$ cat src/rtl/aclk_time_entry.sv
// Time/alarm entry controller for the alarm clock core.
// Debounced buttons drive a BCD HH:MM edit FSM with load strobes.
module aclk_time_entry #(
  parameter int DEB_CYCLES = 4
) (
  input  logic       clk,
  input  logic       reset,
  input  logic       btn_mode,
  input  logic       btn_inc,
  input  logic       btn_set,
  output logic [1:0] H_in1,
  output logic [3:0] H_in0,
  output logic [3:0] M_in1,
  output logic [3:0] M_in0,
  output logic       LD_time,
  output logic       LD_alarm,
  output logic [2:0] edit_state
);

  localparam int CW = $clog2(DEB_CYCLES + 1);
  localparam logic [CW-1:0] DEB_LAST = CW'(DEB_CYCLES - 1);

  typedef enum logic [2:0] {
    IDLE  = 3'd0,
    T_HR  = 3'd1,
    T_MIN = 3'd2,
    A_HR  = 3'd3,
    A_MIN = 3'd4
  } state_e;

  // Button bit order: [2]=set, [1]=mode, [0]=inc
  logic [2:0]    raw;
  logic [2:0]    s1_q, s2_q;
  logic [2:0]    filt_q, filt_d;
  logic [2:0]    prev_q;
  logic [CW-1:0] cnt_q [3];
  logic [CW-1:0] cnt_d [3];
  logic [2:0]    ev;
  logic          ev_set, ev_mode, ev_inc;

  state_e      state_q, state_d;
  logic [1:0]  h1_q, h1_d, nh1;
  logic [3:0]  h0_q, h0_d, nh0;
  logic [3:0]  m1_q, m1_d, nm1;
  logic [3:0]  m0_q, m0_d, nm0;
  logic        ldt_q, ldt_d;
  logic        lda_q, lda_d;

  assign raw = {btn_set, btn_mode, btn_inc};

  // Two-flop synchronizer for the asynchronous buttons
  always_ff @(posedge clk or posedge reset) begin
    if (reset) begin
      s1_q <= '0;
      s2_q <= '0;
    end else begin
      s1_q <= raw;
      s2_q <= s1_q;
    end
  end

  // Debounce: accept a new level only after DEB_CYCLES differing cycles
  always_comb begin
    for (int i = 0; i < 3; i++) begin
      cnt_d[i]  = '0;
      filt_d[i] = filt_q[i];
      if (s2_q[i] != filt_q[i]) begin
        if (cnt_q[i] == DEB_LAST) begin
          filt_d[i] = s2_q[i];
        end else begin
          cnt_d[i] = cnt_q[i] + 1'b1;
        end
      end
    end
  end

  // Debounce counters, filtered levels and edge history
  always_ff @(posedge clk or posedge reset) begin
    if (reset) begin
      for (int i = 0; i < 3; i++) cnt_q[i] <= '0;
      filt_q <= '0;
      prev_q <= '0;
    end else begin
      for (int i = 0; i < 3; i++) cnt_q[i] <= cnt_d[i];
      filt_q <= filt_d;
      prev_q <= filt_q;
    end
  end

  assign ev      = filt_q & ~prev_q;
  assign ev_set  = ev[2];
  assign ev_mode = ev[1] & ~ev[2];
  assign ev_inc  = ev[0] & ~ev[1] & ~ev[2];

  // BCD increment candidates for hours (00-23) and minutes (00-59)
  always_comb begin
    nh1 = h1_q;
    nh0 = h0_q;
    if (h1_q == 2'd2 && h0_q == 4'd3) begin
      nh1 = 2'd0;
      nh0 = 4'd0;
    end else if (h0_q == 4'd9) begin
      nh1 = h1_q + 2'd1;
      nh0 = 4'd0;
    end else begin
      nh0 = h0_q + 4'd1;
    end
    nm1 = m1_q;
    nm0 = m0_q;
    if (m0_q == 4'd9) begin
      nm0 = 4'd0;
      nm1 = (m1_q == 4'd5) ? 4'd0 : m1_q + 4'd1;
    end else begin
      nm0 = m0_q + 4'd1;
    end
  end

  // Edit FSM next state, edit register and strobe requests
  always_comb begin
    state_d = state_q;
    h1_d    = h1_q;
    h0_d    = h0_q;
    m1_d    = m1_q;
    m0_d    = m0_q;
    ldt_d   = 1'b0;
    lda_d   = 1'b0;
    unique case (state_q)
      IDLE: begin
        if (ev_mode) begin
          state_d = T_HR;
          h1_d = '0; h0_d = '0;
          m1_d = '0; m0_d = '0;
        end
      end
      T_HR: begin
        if (ev_set) begin
          state_d = IDLE;
          ldt_d   = 1'b1;
        end else if (ev_mode) begin
          state_d = T_MIN;
        end else if (ev_inc) begin
          h1_d = nh1; h0_d = nh0;
        end
      end
      T_MIN: begin
        if (ev_set) begin
          state_d = IDLE;
          ldt_d   = 1'b1;
        end else if (ev_mode) begin
          state_d = A_HR;
          h1_d = '0; h0_d = '0;
          m1_d = '0; m0_d = '0;
        end else if (ev_inc) begin
          m1_d = nm1; m0_d = nm0;
        end
      end
      A_HR: begin
        if (ev_set) begin
          state_d = IDLE;
          lda_d   = 1'b1;
        end else if (ev_mode) begin
          state_d = A_MIN;
        end else if (ev_inc) begin
          h1_d = nh1; h0_d = nh0;
        end
      end
      A_MIN: begin
        if (ev_set) begin
          state_d = IDLE;
          lda_d   = 1'b1;
        end else if (ev_mode) begin
          state_d = IDLE;
        end else if (ev_inc) begin
          m1_d = nm1; m0_d = nm0;
        end
      end
      default: state_d = IDLE;
    endcase
  end

  // FSM state, edit register and registered load strobes
  always_ff @(posedge clk or posedge reset) begin
    if (reset) begin
      state_q <= IDLE;
      h1_q    <= '0;
      h0_q    <= '0;
      m1_q    <= '0;
      m0_q    <= '0;
      ldt_q   <= 1'b0;
      lda_q   <= 1'b0;
    end else begin
      state_q <= state_d;
      h1_q    <= h1_d;
      h0_q    <= h0_d;
      m1_q    <= m1_d;
      m0_q    <= m0_d;
      ldt_q   <= ldt_d;
      lda_q   <= lda_d;
    end
  end

  assign H_in1      = h1_q;
  assign H_in0      = h0_q;
  assign M_in1      = m1_q;
  assign M_in0      = m0_q;
  assign LD_time    = ldt_q;
  assign LD_alarm   = lda_q;
  assign edit_state = state_q;

endmodule

$ cat config.mk
export PLATFORM = sky130hd
export DESIGN_NAME = aclk_time_entry
export DESIGN_NICKNAME = d
export VERILOG_FILES = /design/src/rtl/aclk_time_entry.sv
export SDC_FILE = /design/constraint.sdc
export NUM_CORES = 1
export LEC_CHECK = 0
export ABC_AREA = 1
export ABC_CLOCK_PERIOD_IN_PS = 1500
export BUFFER_PORTS_ARGS = -buffer_cell sky130_fd_sc_hd__buf_2
export CORE_MARGIN = 2
export CORE_UTILIZATION = 35
export CTS_CLUSTER_SIZE = 25
export DETAILED_ROUTE_END_ITERATION = 10
export GPL_ROUTABILITY_DRIVEN = 0
export GPL_TIMING_DRIVEN = 1
export SYNTH_ARGS = -nofsm -noshare
export SYNTH_HDL_FRONTEND = slang
export SYNTH_SLANG_ARGS = --single-unit
$ cat constraint.sdc
create_clock -name clk -period 1.5 [get_ports clk]
set_input_delay 0.3 -clock clk [delete_from_list [all_inputs] [get_ports clk]]
set_output_delay 0.3 -clock clk [all_outputs]
set_load 0.05 [all_outputs]
### Yosys cells after proc, flatten, opt, wreduce, memory -nomap -nowiden

Cells that the tools add are included.

* output and inout bits: 19
* logic and storage cells: 122
* input bits: 5
* flip-flop bits (word level): 40

* add/sub/neg operators: 7
* reductions and logical operators: 14
* muxes and demuxes: 51
* eq/ne operators: 27
* bitwise gates (word level): 7

Operators by type and width (number)
* 4-bit two-way mux: 21
* 3-bit two-way mux: 15
* 4-bit case mux with 3 select lines: 3
* 3-bit by 2-bit equality test with 1-bit output, second input constant: 5
* 3-bit case mux with 5 select lines: 1
* 5-bit AND reduction: 3
* 2-bit two-way mux: 7
* 4-bit by 1-bit adder with 4-bit output, second input constant: 3
* 2-bit inequality test, second input constant: 6
* 3-bit inequality test, second input constant: 4
* 3-bit by 1-bit adder with 3-bit output, second input constant: 3
* 4-bit equality test, second input constant: 2
* 2-bit case mux with 3 select lines: 1
* 2-bit AND reduction: 3
* 6-bit AND reduction: 1
* 3-bit nonzero test: 2
* 2-bit OR reduction: 3
* 4-bit by 2-bit equality test with 1-bit output, second input constant: 1
* 4-bit by 3-bit equality test with 1-bit output, second input constant: 1
* 1-bit bitwise AND: 3
* 3-bit bitwise AND: 1
* 3-bit by 1-bit equality test with 1-bit output, second input constant: 1
* 3-bit equality test, second input constant: 1
* 3-bit zero test: 1
* other kinds (9): 14

### Longest topological paths before layout

Gate-level depths: netlist of run 1.

* depth in word-level cells: 9
* depth in mapped cells: 10
* mapped depth without buffers: 10

### Worst setup path after synthesis of run 1

Ideal clock, no wire load.

* path kind: flip-flop to flip-flop
* from: register state_q[0], in the netlist edit_state[0]
* to: register m0_q[3], in the netlist M_in0[3]
* period minus slack after synthesis: 1670 ps
* arrival: 1549 ps
* cell stages (with the launch flop): 10
* path slack: -170 ps
* library setup time: 121 ps
* data required time: 1379 ps
* path through: dfrtp_1 -> inv_2 -> nand2_1 -> nor2_1 -> nand2_1 -> nand2_1 -> nor2_4 -> nand3_1 -> nand2_1 -> nor2_1

* longest elaborated chain between the ends: 3
* elaborated cells on any way between the ends: 10
* classes of those cells: eq/ne (6); mux (1); reduce/logical (3)

Ends and longest elaborated chain
* start, declared: RTL line 41 `state_e state_q, state_d;`
* start signal, assigned: RTL line 192 `state_q <= state_d;`
* 3-bit equality test, or another cell as far along: RTL line 127 `unique case (state_q)`
* 2-bit inequality test (no source line) / 3-bit nonzero test (equally long branches)
* 5-bit AND reduction (no source line)
* end signal, assigned: RTL line 196 `m0_q <= m0_d;`
* end, declared: RTL line 45 `logic [3:0] m0_q, m0_d, nm0;`

Parallel ways exist; a longest one is shown, timed or not.
A chain may end at the register's enable or synchronous reset.

### Final worst setup path of run 1

* from: register m0_q[0], in the netlist M_in0[0]
* to: register m0_q[2], in the netlist M_in0[2]

* longest elaborated chain between the ends: 6
* elaborated cells on any way between the ends: 9
* classes of those cells: add/sub (1); eq/ne (1); mux (7)

Ends and longest elaborated chain
* 4-bit by 1-bit adder with 4-bit output / 4-bit equality test (equally long branches): RTL line 114, 110
* 4-bit two-way mux *: RTL line 110 `if (m0_q == 4'd9) begin`
* 4-bit two-way mux *: RTL line 153, 173
* 4-bit two-way mux, on equally long branches: RTL line 171, 149
* 4-bit two-way mux, on equally long branches: RTL line 168, 146
* 4-bit case mux with 3 select lines *: RTL line 127

Mark *: on every way between the ends. The rest lies on a longest branch, timed or not. The select of a mux whose other input is x is not followed.

==> flow_summary.toml, run 1 <==
[layout]
area_growth_syn_to_layout_pct = 19.5
postLayoutCoreUtil_pct = 43.0
layout_commonest_cell = "sky130_fd_sc_hd__nand2_1"
layout_common_cells = "52 x sky130_fd_sc_hd__nand2_1, 34 x sky130_fd_sc_hd__dfrtp_1, 33 x sky130_fd_sc_hd__inv_1"
final_instance_area_um2 = 2350
finish.net_count = 280
final_layout_size_suffix_gt1_share_pct = 23.9
n_antenna_cell = 0

[drt]
drc = 0
drt_pass1_iterations = 4
avgRoutedWirePerCell_um = 10.2
via_count = 1528
drtIter0Drc = 38
ant_nets = 0
route.final.wire_length_mm = 3.47
vias_per_cell = 4.49

[synth]
post_synthesis_sequential_area_ratio_pct = 50.8
synthesis.area_per_instance_um2 = 8.42
synth.area.top_cells = "sky130_fd_sc_hd__dfrtp_1 51%, sky130_fd_sc_hd__nand2_1 10%, sky130_fd_sc_hd__inv_1 6.5%"
flops_latches_synth = 40
post_synthesis_cell_type_with_the_largest_combined_area = "sky130_fd_sc_hd__dfrtp_1"
syn_inst_count = 234
yosysTopAreaCellShare_pct = 50.8
synth-warning-count = 0
synthesized_cell_area_um2 = 1970
postSynthNetCount = 247
yosys.cell_types.count = 23

[worst_setup_path]
critical_path.max_fanout = 7
timing.critical_path.arrival_ns = 1.62
regToRegSetupSlack_ns = 0.07
critical_path_required_ns = 1.69
timing.setup.critical_path_class = "register to register"
timing.rr.start = "M_in0[0]"
setup.worst_path.end_class = "register"
timing.critical_path.from_type = "register"
timing.rr.end = "M_in0[2]"
worst_r2r_path_depth = 8

[placed_design]
placed_area_um2 = 2200
dpl.hpwl_mm = 2.51
place.port_buffers = 23

[timing]
finalHoldViolations = 0
final.hold.worst_slack_ns = 0.0979
post-route-min-period_ns = 1.43
slew_violations = 0
grt_setup_unrepaired = "true"
timing_limited_maximum_frequency_mhz = 700
finClkSkew_ns = 0.00610
tightestPinTransition_ns = 0.504
setup_viol = 0
final_min_period_over_clock_period_pct = 95.2
slew_headroom_pct = 66.4

[pwr]
max-vdd-ir-drop_mv = 0.773
comb_power_share_pct = 47.0
p_int_mw = 2.52
power.switching_fraction_pct = 45.9
leak_nw = 1.23
power.sequential.fraction_pct = 33.7
power_density_nw_per_um2 = 1980
net-switching-power_mw = 2.14
p_clk_share_pct = 19.3

[clock_tree]
cts_made_buffers = 5
clock_tree.root_cell = "sky130_fd_sc_hd__clkbuf_8"
ctsHoldBuffers = 0
cts.sinks = 40
cts-root-to-sink-buffers = 2
clk_latency_worst_skew_pair_ns = 0.30
cts_tree = "done"
clkSlewWorstSetupHoldPaths_ns = 0.08
htree_num_levels = 2

[global_routing]
first_global_vias = 1356
overflow = 0
global_route_wire_length_before_repair_mm = 5.97
grt_util_all_layers_pct = 12.2
grt_start_max_net_pins = 41
number_of_antenna_violations_at_the_first_check_in_global_routing = 0

[min_path]
min-delay-path-class = "input port to async pin"

[flow_run]
maxCapViolCount = 0

[floorplan]
start_util_pct = 36.0
die_area_um2 = 6250
coreArea_um2 = 5470
fp.dieW_um = 79.0
chip_height_um = 79.0
num_rows = 27
top_level_ports = 24

[status]
outcome = "finished, final reports clean"
-- how the worst max path moves through the flow --
stage,startpoint,to,cells past startpoint
2_1_floorplan,H_in1[0],H_in1[0],8
5_1_grt,filt_q[1],M_in0[0],9
3_3_place_gp,edit_state[1],M_in1[2],7
3_5_place_dp,filt_q[2],H_in1[1],6
4_1_cts,filt_q[2],H_in1[1],6
6_report,M_in0[0],M_in0[2],8
-- kinds of logic (layout without fill, tap and decap cells) --
family | after synthesis | after routing | synth area share (%)
AND/OR/NAND/NOR | 117 | 117 | 27.4
XOR/XNOR | 3 | 3 | 1.33
AO/OA/AOI/OAI | 29 | 29 | 8.38
buffers and inverters | 37 | 71 | 7.05
flip-flops | 40 | 40 | 50.8
adder cells (fa/ha/maj) | 8 | 8 | 5.08
-- sequential cells by signal, summed over array words and instances, names as in the netlist --
| register | count |
|---|---|
| cnt_q | 9 |
| H_in0 | 4 |
| M_in0 | 4 |
| M_in1 | 4 |
| edit_state | 3 |
| filt_q | 3 |
| prev_q | 3 |
| s1_q | 3 |
| s2_q | 3 |
| H_in1 | 2 |
| LD_alarm | 1 |
| LD_time | 1 |
-- through the flow --
| step | instances | setup TNS, ns | worst slack, ns | power, mW |
|---|---|---|---|---|
| finish | 340 | 0 | 0.0724 | 4.66 |
| CTS | 339 | 0 | 0.0435 | 4.63 |
| global placement | 331 | 0 | 0.0616 | 3.68 |
| floorplan | 234 | 0 | 0.00731 | 3.26 |
| global route | 340 | -0.0166 | -0.0113 | 5.06 |
| detailed placement | 331 | 0 | 0.0570 | 3.71 |
-- synthesized netlist by cell type --
master	instances
sky130_fd_sc_hd__o2111ai_1	1
sky130_fd_sc_hd__ha_1	8
sky130_fd_sc_hd__nand2_4	1
sky130_fd_sc_hd__o21bai_1	1
sky130_fd_sc_hd__nand2_2	4
sky130_fd_sc_hd__inv_1	34
sky130_fd_sc_hd__o21ai_4	1
sky130_fd_sc_hd__nor3b_1	3
sky130_fd_sc_hd__nand4_1	5
sky130_fd_sc_hd__nand3_2	2
sky130_fd_sc_hd__xnor2_1	3
sky130_fd_sc_hd__or2_2	1
sky130_fd_sc_hd__dfrtp_1	40
sky130_fd_sc_hd__a21oi_1	8
sky130_fd_sc_hd__nand2_1	55
sky130_fd_sc_hd__nor2_1	26
sky130_fd_sc_hd__nand3_1	14
sky130_fd_sc_hd__nor3_1	3
sky130_fd_sc_hd__nor2_4	3
sky130_fd_sc_hd__o21ai_1	2
sky130_fd_sc_hd__o21ai_0	14
sky130_fd_sc_hd__o22ai_1	2
sky130_fd_sc_hd__inv_2	3
-- final cells by class --
type                       count  area (µm²)
clock buffer                   5        68.8
clock inverter                 3        47.5
fill                         572        3120
inverter                      37         144
multi-input combinational    157         858
sequential                    40        1010
tap                           72        90.1
timing repair buffer          26         138
-- worst max-delay path, cell delays in order (launching register included) --
cell                      delay [ns]
sky130_fd_sc_hd__dfrtp_2        0.45
sky130_fd_sc_hd__ha_2           0.20
sky130_fd_sc_hd__or2_2          0.27
sky130_fd_sc_hd__nand3_1        0.08
sky130_fd_sc_hd__nand2_1        0.07
sky130_fd_sc_hd__nand4_1        0.07
sky130_fd_sc_hd__nand2_1        0.07
sky130_fd_sc_hd__nand2_1        0.07
sky130_fd_sc_hd__nand2_1        0.05
-- power by group through the flow --
stage / clock network (mW) / logic [mW] / registers [mW]
2_1_floorplan: 0 / 1.34 / 1.92
3_3_place_gp: 0 / 2.10 / 1.59
3_5_place_dp: 0 / 2.12 / 1.59
4_1_cts: 0.931 / 2.13 / 1.57
5_1_grt: 0.991 / 2.46 / 1.61
6_report: 0.900 / 2.19 / 1.57
-- what timing repair did --
item | in CTS | in global routing
endpoints found under the hold margin | 0 | 0
setup buffers | 0 | 1
resized for setup | 0 | 12
endpoints found under the setup margin | 0 | 9
-- metal layers --
metal | vias to the layer above | wire (µm) | track usage [%]
li1 | 809 | - | -
met1 | 692 | 1650 | 15.8
met2 | 21 | 1610 | 18.9
met3 | 6 | 168 | 4.89
met4 | 0 | 42 | 3.62
met5 | - | 0 | 0
No activity file was read; power rests on OpenSTA's default activity.
==> inputs of run 2 (changes only) <==
Settings changed: GPL_TIMING_DRIVEN 1 to 0, SETUP_SLACK_MARGIN set to 0.1.
==> run 2 against run 1 <==
  * Design area grew 12%
  * Non-clock buffer count grew 19
  * Utilization grew 5.3 points
  * Sequential power grew 3%
  * Critical path depth shrank 6
  * Register-to-register slack gained 0.07 ns
  * Sequential share of layout area shrank 4.5 points
  * Largest power group unchanged
==> flow_summary.toml, run 2 (synthesized netlist as in run 1, its figures left out) <==
[status]
outcome = "finished, final reports clean"

[worst_setup_path]
max_stage_delay_ns = 0.48
critPathBufInv = 2
critical_path_required_ns = 1.20
setup.worst_path.end_class = "primary output"
worstPathCellList = "buf_4, buf_6"
regToRegSetupSlack_ns = 0.14
timing.rr.end = "M_in0[1]"
worst_r2r_path_depth = 7
slowest_stage_cell_crit_path = "sky130_fd_sc_hd__dfrtp_2"
timing.setup.critical_path_class = "register to primary output"
timing.rr.start = "edit_state[2]"
worst_path_dominant_cell_family = "flip-flops"
timing.critical_path.arrival_ns = 1.09
critical_path.max_fanout = 6
timing.critical_path.from_type = "register"

[clock_tree]
cts.sinks = 40
htree_num_levels = 2
cts_made_buffers = 5
clkSlewWorstSetupHoldPaths_ns = 0.08
ctsHoldBuffers = 0
cts-root-to-sink-buffers = 2
cts_tree = "done"
clock_tree.root_cell = "sky130_fd_sc_hd__clkbuf_8"
clk_latency_worst_skew_pair_ns = 0.30

[layout]
fillers = 529
n_antenna_cell = 0
largest_register_ff_count = 9
final_layout_size_suffix_gt1_share_pct = 38.4
finish.net_count = 301
top_register = "cnt_q"
layout_common_cells = "49 x sky130_fd_sc_hd__nand2_1, 30 x sky130_fd_sc_hd__dfrtp_1, 25 x sky130_fd_sc_hd__inv_1"
area_growth_syn_to_layout_pct = 34.2
layout_commonest_cell = "sky130_fd_sc_hd__nand2_1"

[timing]
slew_violations = 0
tightestPinTransition_ns = 0.840
post-route-min-period_ns = 1.39
setup_viol = 0
finClkSkew_ns = 0.00435
finalHoldViolations = 0
final_min_period_over_clock_period_pct = 92.5
timing_limited_maximum_frequency_mhz = 721
slew_headroom_pct = 44.0
tns_setup_ns = 0
grt_setup_unrepaired = "true"

[floorplan]
coreArea_um2 = 5470
chip_height_um = 79.0
start_util_pct = 36.0
top_level_ports = 24
num_rows = 27
fp.dieW_um = 79.0
die_area_um2 = 6250

[pwr]
power.sequential.fraction_pct = 29.4
p_clk_share_pct = 16.5
comb_power_share_pct = 54.1
net-switching-power_mw = 2.52
total_power_mw = 5.49
max-vdd-ir-drop_mv = 0.784
power.switching_fraction_pct = 45.9
p_int_mw = 2.97
leak_nw = 1.35
power_density_nw_per_um2 = 2080

[drt]
vias_per_cell = 4.66
drt_pass1_iterations = 4
route.final.wire_length_mm = 4.00
drtIter0Drc = 61
ant_nets = 0
drc = 0
avgRoutedWirePerCell_um = 11.1
via_count = 1682

[global_routing]
overflow = 0
global_route_wire_length_before_repair_mm = 6.60
grt_util_all_layers_pct = 13.3
number_of_antenna_violations_at_the_first_check_in_global_routing = 0
grt_start_max_net_pins = 41
first_global_vias = 1511

[min_path]
min-delay-path-class = "input port to register"
hold_path_startpoint = "btn_inc"
hold_path_end = "s1_q[0]"
min_delay_path_depth = 1

[placed_design]
dpl.hpwl_mm = 2.49
place.port_buffers = 23

[flow_run]
maxCapViolCount = 0
run 2: cell types whose count changed in the layout (fill, tap and decap cells not counted), moves of 6 or more:
cell and delta:
sky130_fd_sc_hd__buf_4 +19, sky130_fd_sc_hd__inv_1 -8, sky130_fd_sc_hd__inv_2 +8, sky130_fd_sc_hd__nor2_1 -6
run 2: metrics by stage:
step | util, % | cells | area [µm²] | hold WS [ns] | setup WS [ns]
after floorplan | - | 234 | 2010 | 0.331 | 0.0881
after global placement | 40.6 | 329 | 2220 | 0.332 | -0.415
after detailed placement | 40.6 | 329 | 2220 | 0.335 | 0.0480
after CTS | 43.4 | 340 | 2370 | 0.0878 | 0.114
after global routing | 48.3 | 361 | 2650 | 0.0818 | 0.0447
final | 48.3 | 361 | 2650 | 0.102 | 0.113
run 2: layout make-up:
| cell class | instances | area [µm²] | area share, % |
|---|---|---|---|
| sequential | 40 | 1010 | 38.3 |
| multi-input combinational | 158 | 985 | 37.2 |
| clock inverter | 3 | 47.5 | 1.80 |
| timing repair buffer | 45 | 287 | 10.8 |
| clock buffer | 5 | 68.8 | 2.60 |
| timing repair inverter | 1 | 5.00 | 0.189 |
| inverter | 37 | 149 | 5.63 |
| tap | 72 | 90.1 | 3.41 |
run 2: per-layer routing:
metal | global-route usage (%) | part of all wire [%] | vias up
li1 | - | - | 862
met1 | 16.7 | 45 | 786
met2 | 21.7 | 50 | 27
met3 | 3.41 | 3.7 | 7
met4 | 5.86 | 1.5 | 0
met5 | 0 | 0 | -
run 2: power by group through the flow:
stage,clock network (mW),logic (mW),registers [mW]
after floorplan,0,1.35,1.93
after global placement,0,2.09,1.60
after detailed placement,0,2.11,1.61
after CTS,0.940,2.24,1.59
after global routing,0.987,3.24,1.65
final,0.908,2.97,1.61
run 2: repair_timing:
action,4_1_cts,5_1_grt
resized for setup,5,40
pin swaps,2,11
gates cloned,0,2
setup buffers,3,19
endpoints found under the setup margin,9,16
run 2: how the worst max path moves through the flow:
stage	start	to	cells past startpoint
floorplan	M_in0[1]	M_in1[3]	9
global placement	reset	H_in0[1]	2
detailed placement	filt_q[2]	H_in1[1]	6
CTS	edit_state[2]	M_in0[3]	8
global route	filt_q[1]	M_in0[0]	9
finish	edit_state[2]	edit_state[2]	2
run 2: worst reg2reg max path, cell delays in order (launching register included):
cell and delay (ns):
sky130_fd_sc_hd__dfrtp_2 0.48, sky130_fd_sc_hd__nand2_2 0.16, sky130_fd_sc_hd__nand2_4 0.08, sky130_fd_sc_hd__nand2_1 0.07, sky130_fd_sc_hd__nand2_2 0.06, sky130_fd_sc_hd__nor2_4 0.19, sky130_fd_sc_hd__buf_4 0.14, sky130_fd_sc_hd__o22ai_1 0.06
==> inputs of run 3 (changes only) <==
Settings changed: CORE_UTILIZATION 35 to 46, PLACE_DENSITY set to 0.66.
==> run 3 against run 2 <==
  * Routed wire length fell by 0.13%
  * Total power barely moved
  * Via count fell by 1.9%
==> flow_summary.toml, run 3 (synthesized netlist as in run 1, its figures left out) <==
[status]
outcome = "finished, final reports clean"

[drt]
vias_per_cell = 4.91
drc = 0
ant_nets = 0
drt_pass1_iterations = 4
avgRoutedWirePerCell_um = 11.9
via_count = 1650
route.final.wire_length_mm = 3.99
drtIter0Drc = 122

[worst_setup_path]
critPathBufInv = 1
critical_path_required_ns = 1.20
worst_path_dominant_cell_family = "flip-flops"
max_stage_delay_ns = 0.51
setup.worst_path.end_class = "primary output"
worstPathCellList = "buf_2"
slowest_stage_cell_crit_path = "sky130_fd_sc_hd__dfrtp_2"
timing.critical_path.from_type = "register"
critical_path.max_fanout = 7
timing.setup.critical_path_class = "register to primary output"
timing.critical_path.arrival_ns = 1.11

[timing]
finClkSkew_ns = 0.00713
final_min_period_over_clock_period_pct = 94.2
setup_viol = 0
post-route-min-period_ns = 1.41
tightestPinTransition_ns = 0.800
slew_violations = 0
timing_limited_maximum_frequency_mhz = 708
finalHoldViolations = 0
grt_setup_unrepaired = "true"
final.hold.worst_slack_ns = 0.109
slew_headroom_pct = 46.6

[clock_tree]
clk_latency_worst_skew_pair_ns = 0.30
cts_tree = "done"
cts.sinks = 40
clkSlewWorstSetupHoldPaths_ns = 0.08
cts_made_buffers = 5
htree_num_levels = 2
clock_tree.root_cell = "sky130_fd_sc_hd__clkbuf_8"
cts-root-to-sink-buffers = 2
ctsHoldBuffers = 0

[layout]
multiInputGateArea_um2 = 1030
finish.net_count = 298
n_antenna_cell = 0
layout_common_cells = "43 x sky130_fd_sc_hd__nand2_1, 30 x sky130_fd_sc_hd__dfrtp_1, 27 x sky130_fd_sc_hd__inv_1"
largest_register_ff_count = 9
layout.area.seq_um2 = 1010
final_layout_size_suffix_gt1_share_pct = 39.2
stdcell_count = 336
layout_commonest_cell = "sky130_fd_sc_hd__nand2_1"
area_growth_syn_to_layout_pct = 34.1
top_register = "cnt_q"
fillers = 323

[placed_design]
dpl.hpwl_mm = 2.48
dp_cells = 307
place.port_buffers = 23

[global_routing]
overflow = 0
global_route_wire_length_before_repair_mm = 6.04
first_global_vias = 1418
grt_util_all_layers_pct = 15.4
number_of_antenna_violations_at_the_first_check_in_global_routing = 0
grt_start_max_net_pins = 41

[min_path]
min-delay-path-class = "input port to register"

[floorplan]
chip_height_um = 69.5
num_rows = 23
die_area_um2 = 4820
coreArea_um2 = 4060
top_level_ports = 24
start_util_pct = 48.6
fp.dieW_um = 69.5

[pwr]
leak_nw = 1.34
max-vdd-ir-drop_mv = 1.21
power_density_nw_per_um2 = 2080

[flow_run]
maxCapViolCount = 0
-- run 3: changes by cell type in the layout (fill, tap and decap cells not counted), sizes merged --
| cell | before | now |
|---|---|---|
| clkinvlp | 0 | 2 |
| buf | 45 | 43 |
| clkinv | 5 | 1 |
| bufinv | 1 | 0 |
| o21ai | 18 | 17 |
| clkbuf | 5 | 7 |
| inv | 35 | 36 |
-- run 3: worst paths after layout --
check / to / cells after the start / startpoint / slack, ns
min: s1_q[2] / 1 / btn_set / 0.11
min in group asynchronous: prev_q[2] / 2 / reset / 0.15
max reg2reg: M_in0[3] / 9 / edit_state[2] / 0.11
max: edit_state[2] / 1 / edit_state[2] / 0.09
min reg2reg: s2_q[0] / 0 / s1_q[0] / 0.35
max in group asynchronous: edit_state[1] / 2 / reset / 0.79
-- run 3: power by group --
group | leakage, nW | total (mW) | internal (mW) | switching [mW]
clock network | 0.0434 | 0.770 | 0.372 | 0.398
registers | 0.500 | 1.63 | 1.36 | 0.266
logic | 0.797 | 3.10 | 1.21 | 1.89
-- run 3: repair_timing --
item                       in CTS  in global routing
resized for setup               4                 47
pin swaps                       1                 17
buffers inserted                2                 19
setup endpoints to repair      10                 17
-- run 3: metrics by stage --
stage	TNS [ns]	cell area (µm²)	util [%]	power [mW]	setup slack [ns]
2_1_floorplan	0	2010	-	3.29	0.0881
5_1_grt	0	2640	65.1	5.90	0.0250
3_3_place_gp	-11.71	2190	54.0	3.68	-0.389
6_report	0	2640	65.1	5.49	0.0867
4_1_cts	0	2320	57.1	4.58	0.0837
3_5_place_dp	0	2190	54.0	3.73	0.0328
-- run 3: layout make-up --
class	count	area share, %
Inverter	37	5.82
Tap cell	50	2.37
Timing Repair Buffer	44	10.9
Multi-Input combinational cell	157	38.9
Clock inverter	2	0.568
Clock buffer	6	3.13
Sequential cell	40	38.4
-- run 3: metal layers --
layer | up-vias | track usage [%] | part of all wire (%)
met3 | 4 | 3.92 | 3.2
met5 | - | 0 | 0
met2 | 27 | 27.0 | 52
li1 | 849 | - | -
met4 | 0 | 4.58 | 0.63
met1 | 770 | 18.7 | 44
